--- config.mk ---
export PLATFORM = sky130hd
export DESIGN_NAME = mouse_shot_ctl
export DESIGN_NICKNAME = d
export VERILOG_FILES = /design/src/rtl/mouse_shot_ctl.sv
export SDC_FILE = /design/constraint.sdc
export NUM_CORES = 1
export LEC_CHECK = 0
export ABC_AREA = 1
export BUFFER_PORTS_ARGS = -buffer_cell sky130_fd_sc_hd__buf_4
export CELL_PAD_IN_SITES_DETAIL_PLACEMENT = 1
export CELL_PAD_IN_SITES_GLOBAL_PLACEMENT = 1
export CORE_MARGIN = 1
export CORE_UTILIZATION = 30
export CTS_BUF_LIST = sky130_fd_sc_hd__clkbuf_4 sky130_fd_sc_hd__clkbuf_8 sky130_fd_sc_hd__clkbuf_16
export DETAILED_ROUTE_END_ITERATION = 16
export HOLD_SLACK_MARGIN = 0.08
export PLACE_DENSITY_LB_ADDON = 0.25
export SLEW_MARGIN = 20
export SYNTH_ARGS = -nofsm -noshare
export SYNTH_HDL_FRONTEND = slang
export SYNTH_SLANG_ARGS = --single-unit
--- constraint.sdc ---
create_clock -name clk -period 2.2 [get_ports clk]
set_clock_uncertainty 0.15 [all_clocks]
set_input_delay 0.22 -clock clk [delete_from_list [all_inputs] [get_ports clk]]
set_output_delay 0.22 -clock clk [all_outputs]
set_load 0.02 [all_outputs]
--- src/rtl/mouse_shot_ctl.sv ---
// Trigger/shot-capture stage: turns a synchronised left-button level into single,
// clamped shot events with a valid/ready handshake, an ammo limit and a cooldown.
module mouse_shot_ctl #(
    parameter int unsigned COOLDOWN_CYCLES = 3_250_000,
    parameter int unsigned AMMO            = 3,
    parameter int unsigned X_MAX           = 799,
    parameter int unsigned Y_MAX           = 599
) (
    input  logic       clk,
    input  logic       rst_n,
    input  logic [9:0] xpos_in,
    input  logic [9:0] ypos_in,
    input  logic       mouse_left_in,
    input  logic       reload_in,
    input  logic       shot_ready,
    output logic       shot_valid,
    output logic [9:0] shot_x,
    output logic [9:0] shot_y,
    output logic [2:0] ammo_out,
    output logic       armed_out
);

    localparam int unsigned CW = (COOLDOWN_CYCLES > 1) ? $clog2(COOLDOWN_CYCLES) : 1;
    localparam logic [CW-1:0] CNT_LOAD  = CW'(COOLDOWN_CYCLES - 1);
    localparam logic [2:0]    AMMO_FULL = 3'(AMMO);
    localparam logic [9:0]    X_LIM     = 10'(X_MAX);
    localparam logic [9:0]    Y_LIM     = 10'(Y_MAX);

    typedef enum logic [1:0] {
        WAIT_RELEASE = 2'd0,
        ARMED        = 2'd1,
        PENDING      = 2'd2,
        COOLDOWN     = 2'd3
    } state_t;

    state_t        state_q, state_d;
    logic          btn_prev_q;
    logic [2:0]    ammo_q, ammo_d;
    logic [CW-1:0] cnt_q, cnt_d;
    logic [9:0]    shot_x_q, shot_x_d;
    logic [9:0]    shot_y_q, shot_y_d;

    logic       rise;
    logic [2:0] ammo_eff;

    assign rise = mouse_left_in & ~btn_prev_q;
    // Refill happens before any consumption in the same cycle.
    assign ammo_eff = reload_in ? AMMO_FULL : ammo_q;

    // NOTE: every always_comb output gets a default first so no latch is inferred.
    always_comb begin
        state_d  = state_q;
        ammo_d   = ammo_eff;
        cnt_d    = cnt_q;
        shot_x_d = shot_x_q;
        shot_y_d = shot_y_q;

        unique case (state_q)
            WAIT_RELEASE: begin
                if (!mouse_left_in) state_d = ARMED;
            end
            ARMED: begin
                if (rise) begin
                    if (ammo_eff != 3'd0) begin
                        shot_x_d = (xpos_in > X_LIM) ? X_LIM : xpos_in;
                        shot_y_d = (ypos_in > Y_LIM) ? Y_LIM : ypos_in;
                        ammo_d   = ammo_eff - 3'd1;
                        state_d  = PENDING;
                    end else begin
                        state_d = WAIT_RELEASE;
                    end
                end
            end
            PENDING: begin
                if (shot_ready) begin
                    cnt_d   = CNT_LOAD;
                    state_d = COOLDOWN;
                end
            end
            COOLDOWN: begin
                if (cnt_q == '0) begin
                    state_d = mouse_left_in ? WAIT_RELEASE : ARMED;
                end else begin
                    cnt_d = cnt_q - 1'b1;
                end
            end
            default: state_d = WAIT_RELEASE;
        endcase
    end

    // NOTE: sequential state uses non-blocking assignments so all registers update together.
    always_ff @(posedge clk) begin
        if (!rst_n) begin
            state_q    <= WAIT_RELEASE;
            btn_prev_q <= 1'b1;
            ammo_q     <= AMMO_FULL;
            cnt_q      <= '0;
            shot_x_q   <= '0;
            shot_y_q   <= '0;
        end else begin
            state_q    <= state_d;
            btn_prev_q <= mouse_left_in;
            ammo_q     <= ammo_d;
            cnt_q      <= cnt_d;
            shot_x_q   <= shot_x_d;
            shot_y_q   <= shot_y_d;
        end
    end

    assign shot_valid = (state_q == PENDING);
    assign shot_x     = shot_x_q;
    assign shot_y     = shot_y_q;
    assign ammo_out   = ammo_q;
    assign armed_out  = (state_q == ARMED) && (ammo_q != 3'd0);

endmodule

# [Yosys cells after proc, flatten, opt, wreduce, memory -nomap -nowiden]
# Cells that the tools add are included.
[totals] reg_bits=48 input_bits=25 output_inout_bits=25 elab_cells=45
[op_classes] n_addsub=2 order_cmp=2 eq_ne=8 muxes=16 n_bitwise=2 reduce_logical=9
[op_table] op="two-way mux 22 bit" n=2
[op_table] op="case mux 22 bit (2 select lines)" n=1
[op_table] op="logical NOT 22 bit" n=1
[op_table] op="subtractor 22 x 1 -> 22 bit (second input constant)" n=1
[op_table] op="> comparator 10 bit (second input constant)" n=2
[op_table] op="two-way mux 10 bit" n=2
[op_table] op="two-way mux 3 bit" n=4
[op_table] op="two-way mux 2 bit" n=5
[op_table] op="inequality test 2 bit (second input constant)" n=5
[op_table] op="case mux 2 bit (4 select lines)" n=1
[op_table] op="AND reduction 3 bit" n=2
[op_table] op="nonzero test 3 bit" n=2
[op_table] op="== test 2 bit (second input constant)" n=2
[op_table] op="AND reduction 4 bit" n=1
[op_table] op="subtractor 3 x 1 -> 3 bit (second input constant)" n=1
[op_table] op="== test 2 x 1 -> 1 bit (second input constant)" n=1
[op_table] op="logical NOT 2 bit" n=1
[op_table] op="nonzero test 2 bit" n=1
[op_table] op="AND 1 bit" n=1
[op_table] op="logical AND 1 bit" n=1
[op_table] op="two-way mux 1 bit" n=1
[op_table] op="NOT 1 bit" n=1

# [Longest topological paths before layout]
# Gate-level depths: netlist (run 1).
[logic_depth] depth_word=5 mapped_depth=11

# [Least setup slack after synthesis (run 1)]
# No wires, ideal clock.
[synth_path] path_kind="reg2reg" startpoint="register ammo_q[0], in the netlist ammo_out[0]" endpoint="register shot_y_q[1], in the netlist shot_y[1]" setup_ns=0.148 arrival_ns=1.537 required_time_ns=1.902 slack_ns=0.365 stages_incl_launch_ff=9 period_less_slack_ns=1.835 cell_sequence="dfxtp_1 > nor2_1 > ha_1 > ha_1 > nor2_1 > inv_1 > clkbuf_1 > nor2_1 > a21oi_1"
[synth_via] elab_chain_cells=3
[synth_rtl] item="start: declaration" line="38" source="logic [2:0] ammo_q, ammo_d;"
[synth_rtl] item="start signal: assignment" line="103" source="ammo_q <= ammo_d;"
[synth_rtl] item="two-way mux 3 bit" line="48" source="assign ammo_eff = reload_in ? AMMO_FULL : ammo_q;"
[synth_rtl] item="nonzero test 3 bit" line="64" source="if (ammo_eff != 3'd0) begin"
[synth_rtl] item="AND reduction 3 bit (no source line)"
[synth_rtl] item="end signal: assignment" line="106" source="shot_y_q <= shot_y_d;"
[synth_rtl] item="end: declaration" line="41" source="logic [9:0] shot_y_q, shot_y_d;"
# Every way passes these cells.
# A chain may end at the register's enable or synchronous reset.

# [Final worst setup path (run 1)]
[layout_path] startpoint="input reload_in" endpoint="register shot_y_q[7], in the netlist shot_y[7]"
[layout_via] elab_chain_cells=3
[layout_rtl] item="start: declaration" line="14" source="input logic reload_in,"
[layout_rtl] item="two-way mux 3 bit" line="48"
[layout_rtl] item="nonzero test 3 bit" line="64"
[layout_rtl] item="AND reduction 3 bit (no source line)"
# Every way passes these cells.

==> results of run 1 <==
-- placed cells by master (no fill, tap or decap), types with 6 or more instances in the layout --
cell type / n
sky130_fd_sc_hd__nand2_1: 91
sky130_fd_sc_hd__nor2_1: 64
sky130_fd_sc_hd__nand3_1: 25
sky130_fd_sc_hd__a21oi_2: 6
sky130_fd_sc_hd__inv_1: 30
sky130_fd_sc_hd__o21ai_0: 23
sky130_fd_sc_hd__dfxtp_1: 48
sky130_fd_sc_hd__dlygate4sd3_1: 23
sky130_fd_sc_hd__a21oi_1: 33
sky130_fd_sc_hd__buf_4: 57
-- per-layer routing --
layer	routed length [µm]	global-route usage, %
met1	3520	22.6
met2	3950	34.7
met3	230	3.04
met4	62	3.85
met5	0	0
-- worst min-delay path by stage --
stage                             start  slack (ns)     endpoint
after floorplan           mouse_left_in        0.18   btn_prev_q
after global placement    mouse_left_in        0.29   btn_prev_q
after detailed placement  mouse_left_in        0.29   btn_prev_q
after CTS                         rst_n        0.09  ammo_out[0]
after global routing              rst_n        0.10  ammo_out[0]
final                             rst_n         0.1  ammo_out[0]
-- worst reg2reg max path: stages (launching register included) --
cell	delay (ns)
sky130_fd_sc_hd__dfxtp_1	0.31
sky130_fd_sc_hd__inv_1	0.10
sky130_fd_sc_hd__ha_1	0.19
sky130_fd_sc_hd__nand2_1	0.13
sky130_fd_sc_hd__nor2_4	0.21
sky130_fd_sc_hd__nand3_4	0.10
sky130_fd_sc_hd__nand2_4	0.08
sky130_fd_sc_hd__nand2_4	0.21
sky130_fd_sc_hd__clkinv_4	0.21
sky130_fd_sc_hd__nand2_1	0.08
sky130_fd_sc_hd__a21oi_1	0.13
-- logic make-up (layout without fill, tap and decap cells) --
family / after synthesis / count (layout) / synth area share, %
AO/OA/AOI/OAI: 69 / 69 / 15.5
XOR/XNOR: 2 / 2 / 0.706
adder cells (fa/ha/maj): 4 / 4 / 2.02
buffers and inverters: 46 / 123 / 8.17
flip-flops: 48 / 48 / 38.7
AND/OR/NAND/NOR: 200 / 200 / 34.9
-- sequential cells by signal, indices dropped and copies added (netlist names), named ones only --
name and cells:
cnt_q 22, shot_x 10, shot_y 10, ammo_out 3, btn_prev_q 1, state_q 1
-- power by group --
part | internal, mW | leakage, nW | switching, mW
clock network | 0.343 | 0.0583 | 0.332
registers | 0.894 | 0.388 | 0.0201
logic | 0.163 | 1.10 | 0.224
-- cell type report --
type / count / share of cell area (%)
multi-input cells: 275 / 39.7
flip-flops and latches: 48 / 29.0
repair buffers: 80 / 19.8
inverters: 35 / 4.11
well taps: 102 / 3.85
clock buffers: 5 / 2.07
clock inverters: 3 / 1.43
-- through the flow --
| stage | setup WS (ns) | util (%) | power (mW) | hold slack (ns) |
|---|---|---|---|---|
| after floorplan | 0.365 | - | 1.16 | 0.179 |
| after global placement | 0.321 | 37.9 | 1.28 | 0.290 |
| after detailed placement | 0.246 | 37.9 | 1.29 | 0.291 |
| after CTS | 0.130 | 42.3 | 1.99 | 0.0897 |
| after global routing | -0.0104 | 42.3 | 2.07 | 0.103 |
| final | 0.173 | 42.3 | 1.98 | 0.0961 |
-- repair_timing --
item,CTS,global route
endpoints found under the setup margin,0,1
hold endpoints to repair,23,0
setup buffers,0,0
hold buffers,23,0
==> out/results.md, run 1 <==
| Parameter | Value |
|---|---|
| Number of antenna violations at the first check in global routing | 0 |
| Clk buf depth | 2 |
| Setup slack of the most critical reg-to-reg path | 0.23 ns |
| Number of distinct standard cells referenced by the synthesized netlist | 32 |
| Pin count of the biggest net entering global routing | 30 |
| Placeable core region | 0.00785 mm² |
| Drt initial violations | 122 |
| Crit path max-delay family | buffers and inverters |
| Routed wire length | 7760 µm |
| Area share of the largest cell type after synthesis | 38.7% |
| Nature of the critical path startpoint | primary input |
| Critical path depth in cells | 9 |
| Chip height | 92.9 µm |
| Area of all placed cells without fillers | 0.00332 mm² |
| Biggest area contributors in the synthesized netlist | sky130_fd_sc_hd__dfxtp_1, sky130_fd_sc_hd__nand2_1, sky130_fd_sc_hd__nor2_1 |
| Highest-delay cell along the critical path | sky130_fd_sc_hd__dlygate4sd3_1 |
| Netlist Area Pre-Place | 0.00248 mm² |
| Wire length of the first global-routing pass | 12900 µm |
| Instance area at placement | 0.00297 mm² |
| Buffers and inverters on the worst path | 3 |
| Classification of the worst-slack hold path | in2reg |
| Layout net count | 474 |
| Clock-pin transition on the worst setup and hold timing paths | 0.10 ns |
| Placed Instances | 517 |
| Register area share after synthesis | 38.7% |
| Buffer cell driving the clock tree root | sky130_fd_sc_hd__clkbuf_8 |
| Startpoint of the worst-slack reg-to-reg timing path | cnt_q[0] |
| CP peak stage delay | 0.54 ns |
| Register-to-Register Path Depth | 10 |
| Synthesized area per cell | 6.72 µm² |
| Total number of clock tree sinks | 48 |
| Kind of end point of the critical path | register |
| Crit-path max FO | 16 |
| Detail-routed net length per standard cell | 14.2 µm |
| IO Pins | 50 |
| Period utilisation layout | 92.1% |
| Global-route total usage across every layer | 18.8% |
| GR Overflow Total | 0 |
| Transition time of the tightest slew-check pin | 0.529 ns |
| DP HPWL | 5310 µm |
| Max capacitance violation total | 0 |
| Number of flops mapped to enable cells by yosys | 0 |
| FF+latch count, synth | 48 |
| Router iterations before antenna repair | 4 |
| Area of the die | 0.00864 mm² |
| Required @ worst endpoint | 2.29 ns |
| Number of antenna diodes | 0 |
| Dominant cell type by area after synthesis | sky130_fd_sc_hd__dfxtp_1 |
| Width of the die | 92.9 µm |
| Final setup vio count | 0 |
| Routability Congestion | 0.740 |
| Min Tclk post-route | 2.03 ns |
| Multi-input gate area in the final layout | 0.00132 mm² |
| Vias per std cell | 4.84 |
| Antenna viol nets, final | 0 |
| FF/Latch Area | 961 µm² |
| Post-synth top flop | sky130_fd_sc_hd__dfxtp_1 |
| FMAX | 493 MHz |
| Number of stages on the worst hold path | 2 |
| Commonest cells post-synth | sky130_fd_sc_hd__nand2_1, sky130_fd_sc_hd__nor2_1, sky130_fd_sc_hd__dfxtp_1 |
| Count of placed standard cells in the final layout, fillers left out | 548 |
| Fillers | 1014 |
| Max Slew Vio Count | 0 |
| Via count | 2655 |
| Worst reg2reg endpoint | cnt_q[10] |
| Worst setup path class | in2reg |
| Worst slew slack as a fraction of its limit | 64.7% |
| Standard-cell row count | 32 |
| Data arrival time of the critical path | 2.12 ns |
| Clock latency reported for the late side of the worst-skew pair | 0.31 ns |
| Leak pwr | 1.55 nW |
| Power density over the cells | 595 mW/mm² |
| Highest ir drop seen on vdd | 0.382 mV |
| Via count of the first global-routing pass | 2762 |
| Status | finished, final reports clean |
| H-tree depth | 2 |
| Post-Synthesis Cells | 369 |
| Most numerous cell in the Yosys netlist | sky130_fd_sc_hd__nand2_1 |
| TritonCTS clock tree | done |
| Total nets after synthesis | 398 |
| Drt drc | 0 |
| Chain of cells forming the critical path | dlygate4sd3_1, buf_4, nor2_1, ha_1, ha_1, nor2_1, inv_1, nand2_1, a21oi_1 |
| Critical path endpoint | shot_y[7] |
| Count of cells resized by post-cts repair | 0 |
| Starting Density | 31.6% |
| Layout cells sized above 1 | 18.2% |
| Area added between synthesis and finish | 33.7% |
| Worst setup path startpoint | reload_in |
| Clock buffers created by TritonCTS | 5 |
| RSZ-0062 raised after global routing | yes |
| Aggregate negative setup slack | 0 ns |
| Final count of hold timing violations | 0 |
| Count of port buffers added during placement | 49 |
| Count of synthesis-stage warnings from yosys | 0 |
| Asr flop ratio synth | 0% |
Power figures use the tool's default switching activity.
==> run 2, diff against run 1 <==
Settings changed: ABC_AREA 1 to not set, CORE_MARGIN 1 to 1.5.
==> out/results.md, run 2 <==
| Parameter | Value | Delta |
|---|---|---|
| Number of antenna diodes | 0 | unchanged |
| Count of synthesis-stage warnings from yosys | 0 | unchanged |
| Count of placed standard cells in the final layout, fillers left out | 448 | -18% |
| Crit path max-delay family | simple AND/OR/NAND/NOR gates |  |
| Total nets after synthesis | 274 | -31% |
| Max capacitance violation total | 0 | unchanged |
| Clock latency reported for the late side of the worst-skew pair | 0.29 ns | -0.02 ns |
| Placed Instances | 412 | -20% |
| Post-Synthesis Cells | 245 | -34% |
| Count of port buffers added during placement | 49 | unchanged |
| Kind of end point of the critical path | register |  |
| FF+latch count, synth | 48 | unchanged |
| TritonCTS clock tree | done |  |
| Wire length of the first global-routing pass | 11500 µm | -11% |
| Post-synth top flop | sky130_fd_sc_hd__dfxtp_1 |  |
| Chip height | 88.4 µm | -4.9% |
| Commonest cells post-synth | sky130_fd_sc_hd__dfxtp_1, sky130_fd_sc_hd__a21oi_1, sky130_fd_sc_hd__nand2_1 |  |
| Multi-input gate area in the final layout | 0.00123 mm² | -6.3% |
| Area added between synthesis and finish | 53.7% |  |
| Starting Density | 31.7% | +0.050 points |
| Synthesized area per cell | 8.93 µm² | +33% |
| FMAX | 458 MHz | -7.2% |
| Router iterations before antenna repair | 4 | unchanged |
| Classification of the worst-slack hold path | in2reg |  |
| Required @ worst endpoint | 2.27 ns | -0.02 ns |
| Worst slew slack as a fraction of its limit | 63.9% | -0.79 points |
| Netlist Area Pre-Place | 0.00219 mm² | -12% |
| Clk buf depth | 2 | unchanged |
| Minimum hold slack | 0.120 ns | +0.0243 ns |
| Standard-cell row count | 30 | -6.3% |
| FF/Latch Area | 965 µm² | +0.39% |
| Clock buffers created by TritonCTS | 5 | unchanged |
| Most common cell after layout, fill and taps aside | sky130_fd_sc_hd__buf_4 |  |
| Leading cell types in the layout, fill and taps excluded | sky130_fd_sc_hd__buf_4, sky130_fd_sc_hd__dfxtp_1, sky130_fd_sc_hd__nand2_1 |  |
| Detail-routed net length per standard cell | 15.9 µm | +12% |
| Status | finished, final reports clean |  |
| Antenna viol nets, final | 0 | unchanged |
| Number of flip-flops under the largest register name | 22 | unchanged |
| Global-route total usage across every layer | 18.7% | about the same |
| Vias per std cell | 5.00 | +3.2% |
| Layout net count | 380 | -20% |
| Crit-path max FO | 6 | -10 |
| Biggest area contributors in the synthesized netlist | sky130_fd_sc_hd__dfxtp_1, sky130_fd_sc_hd__a21oi_1, sky130_fd_sc_hd__o221a_2 |  |
| Min Tclk post-route | 2.18 ns | +0.156 ns |
| Final count of hold timing violations | 0 | unchanged |
| Via count of the first global-routing pass | 2346 | -15% |
| Data arrival time of the critical path | 2.26 ns | +0.14 ns |
| Period utilisation layout | 99.2% | +7.1 points |
| H-tree depth | 2 | unchanged |
| GR Overflow Total | 0 | unchanged |
| Final core utilization | 48.7% | +6.4 points |
| Total number of clock tree sinks | 48 | unchanged |
| Clock-pin transition on the worst setup and hold timing paths | 0.10 ns | about the same |
| Most numerous cell in the Yosys netlist | sky130_fd_sc_hd__dfxtp_1 |  |
| Aggregate negative setup slack | 0 ns | unchanged |
| Number of flops mapped to enable cells by yosys | 0 | unchanged |
| Pin count of the biggest net entering global routing | 20 | -33% |
| Register area share after synthesis | 43.9% | +5.2 points |
| Register with the highest flop count | cnt_q |  |
| Asr flop ratio synth | 0% | unchanged |
| Area of the die | 0.00781 mm² | -9.6% |
| Placeable core region | 0.00691 mm² | -12% |
| Area share of the largest cell type after synthesis | 43.9% | +5.2 points |
| Via count | 2241 | -16% |
| Buffer cell driving the clock tree root | sky130_fd_sc_hd__clkbuf_8 |  |
| DP HPWL | 4600 µm | -13% |
| Buffers and inverters on the worst path | 1 | -2 |
| Instance area at placement | 0.00288 mm² | -2.9% |
| Max Slew Vio Count | 0 | unchanged |
| Drt initial violations | 42 | -66% |
| Chain of cells forming the critical path | inv_2, ha_4, nor4b_4, and3_4, a211o_4, or4_1, a31oi_1 |  |
| Area of all placed cells without fillers | 0.00336 mm² | +1.3% |
| Drt drc | 0 | unchanged |
| Fillers | 824 | -19% |
| Final setup vio count | 0 | unchanged |
| Width of the die | 88.4 µm | -4.9% |
| Leak pwr | 1.42 nW | -8.5% |
| Highest-delay cell along the critical path | sky130_fd_sc_hd__or4_1 |  |
| Highest ir drop seen on vdd | 0.249 mV | -35% |
| Power density over the cells | 561 mW/mm² | -5.7% |
| RSZ-0062 raised after global routing | yes |  |
| Dominant cell type by area after synthesis | sky130_fd_sc_hd__dfxtp_1 |  |
| Worst setup path class | reg2reg |  |
| Nature of the critical path startpoint | register |  |
| CP peak stage delay | 0.53 ns | about the same |
| Layout cells sized above 1 | 37.8% | +20 points |
| Number of distinct standard cells referenced by the synthesized netlist | 45 | +41% |
| Routed wire length | 7100 µm | -8.5% |
| Number of antenna violations at the first check in global routing | 0 | unchanged |
| Routability Congestion | 0.769 | +3.9% |
| IO Pins | 50 | unchanged |
| Transition time of the tightest slew-check pin | 0.537 ns | +0.00888 ns |
-- run 2: worst min-delay path, cell delays in order --
cell and delay, ns:
sky130_fd_sc_hd__buf_4 0.09, sky130_fd_sc_hd__nor2_1 0.06, sky130_fd_sc_hd__xnor2_1 0.12, sky130_fd_sc_hd__nand2_1 0.06
-- run 2: power by group --
group	total, mW	switching [mW]	leakage, nW	internal, mW
clock network	0.686	0.314	0.0614	0.372
registers	0.898	0.0125	0.390	0.885
logic	0.303	0.142	0.966	0.161
total	1.89	0.468	1.42	1.42
-- run 2: repair_timing --
action	CTS	global route
setup endpoints to repair	9	28
setup buffers	5	1
gates resized for setup	6	15
gates cloned	1	0
hold endpoints to repair	22	0
hold buffers	21	0
pin swaps	3	12
-- run 2: final timing paths --
check	start	endpoint	slack, ns	cells past startpoint
setup / recovery	cnt_q[1]	cnt_q[15]	0.02	7
hold / removal	reload_in	ammo_out[0]	0.12	4
setup reg to reg	cnt_q[1]	cnt_q[15]	0.02	7
hold reg to reg	shot_y[9]	shot_y[9]	0.31	2
-- run 2: kinds of logic (layout without fill, tap and decap cells) --
group / after synthesis / count (layout) / share of synthesized area (%)
compound gates: 68 / 69 / 21.6
fa+ha+maj: 4 / 4 / 2.29
mux: 1 / 1 / 0.515
simple gates: 93 / 93 / 23.7
buf+inv: 21 / 127 / 3.95
flops: 48 / 48 / 43.9
xor+xnor: 10 / 10 / 4.00
-- run 2: cell type report --
class	count	share of cell area [%]
Sequential cell	48	28.7
Timing Repair Buffer	111	26.5
Clock buffer	6	2.46
Clock inverter	2	1.15
Inverter	8	0.894
Multi-Input combinational cell	177	36.7
Tap cell	96	3.57
-- run 2: per-stage QoR --
| stage | power (mW) | worst slack [ns] |
|---|---|---|
| floorplan | 1.03 | 0.000677 |
| global placement | 1.15 | -0.0509 |
| detailed placement | 1.15 | -0.109 |
| CTS | 1.89 | -0.00350 |
| global route | 1.96 | -0.0616 |
| finish | 1.89 | 0.0166 |
-- run 2: metal layers --
layer | routed length (µm) | GRT usage [%] | vias to the layer above
met2 | 3550 | 34.6 | 42
met3 | 282 | 2.61 | 2
met5 | 0 | 0 | -
met4 | 24 | 2.98 | 0
li1 | - | - | 1121
met1 | 3250 | 23.5 | 1076
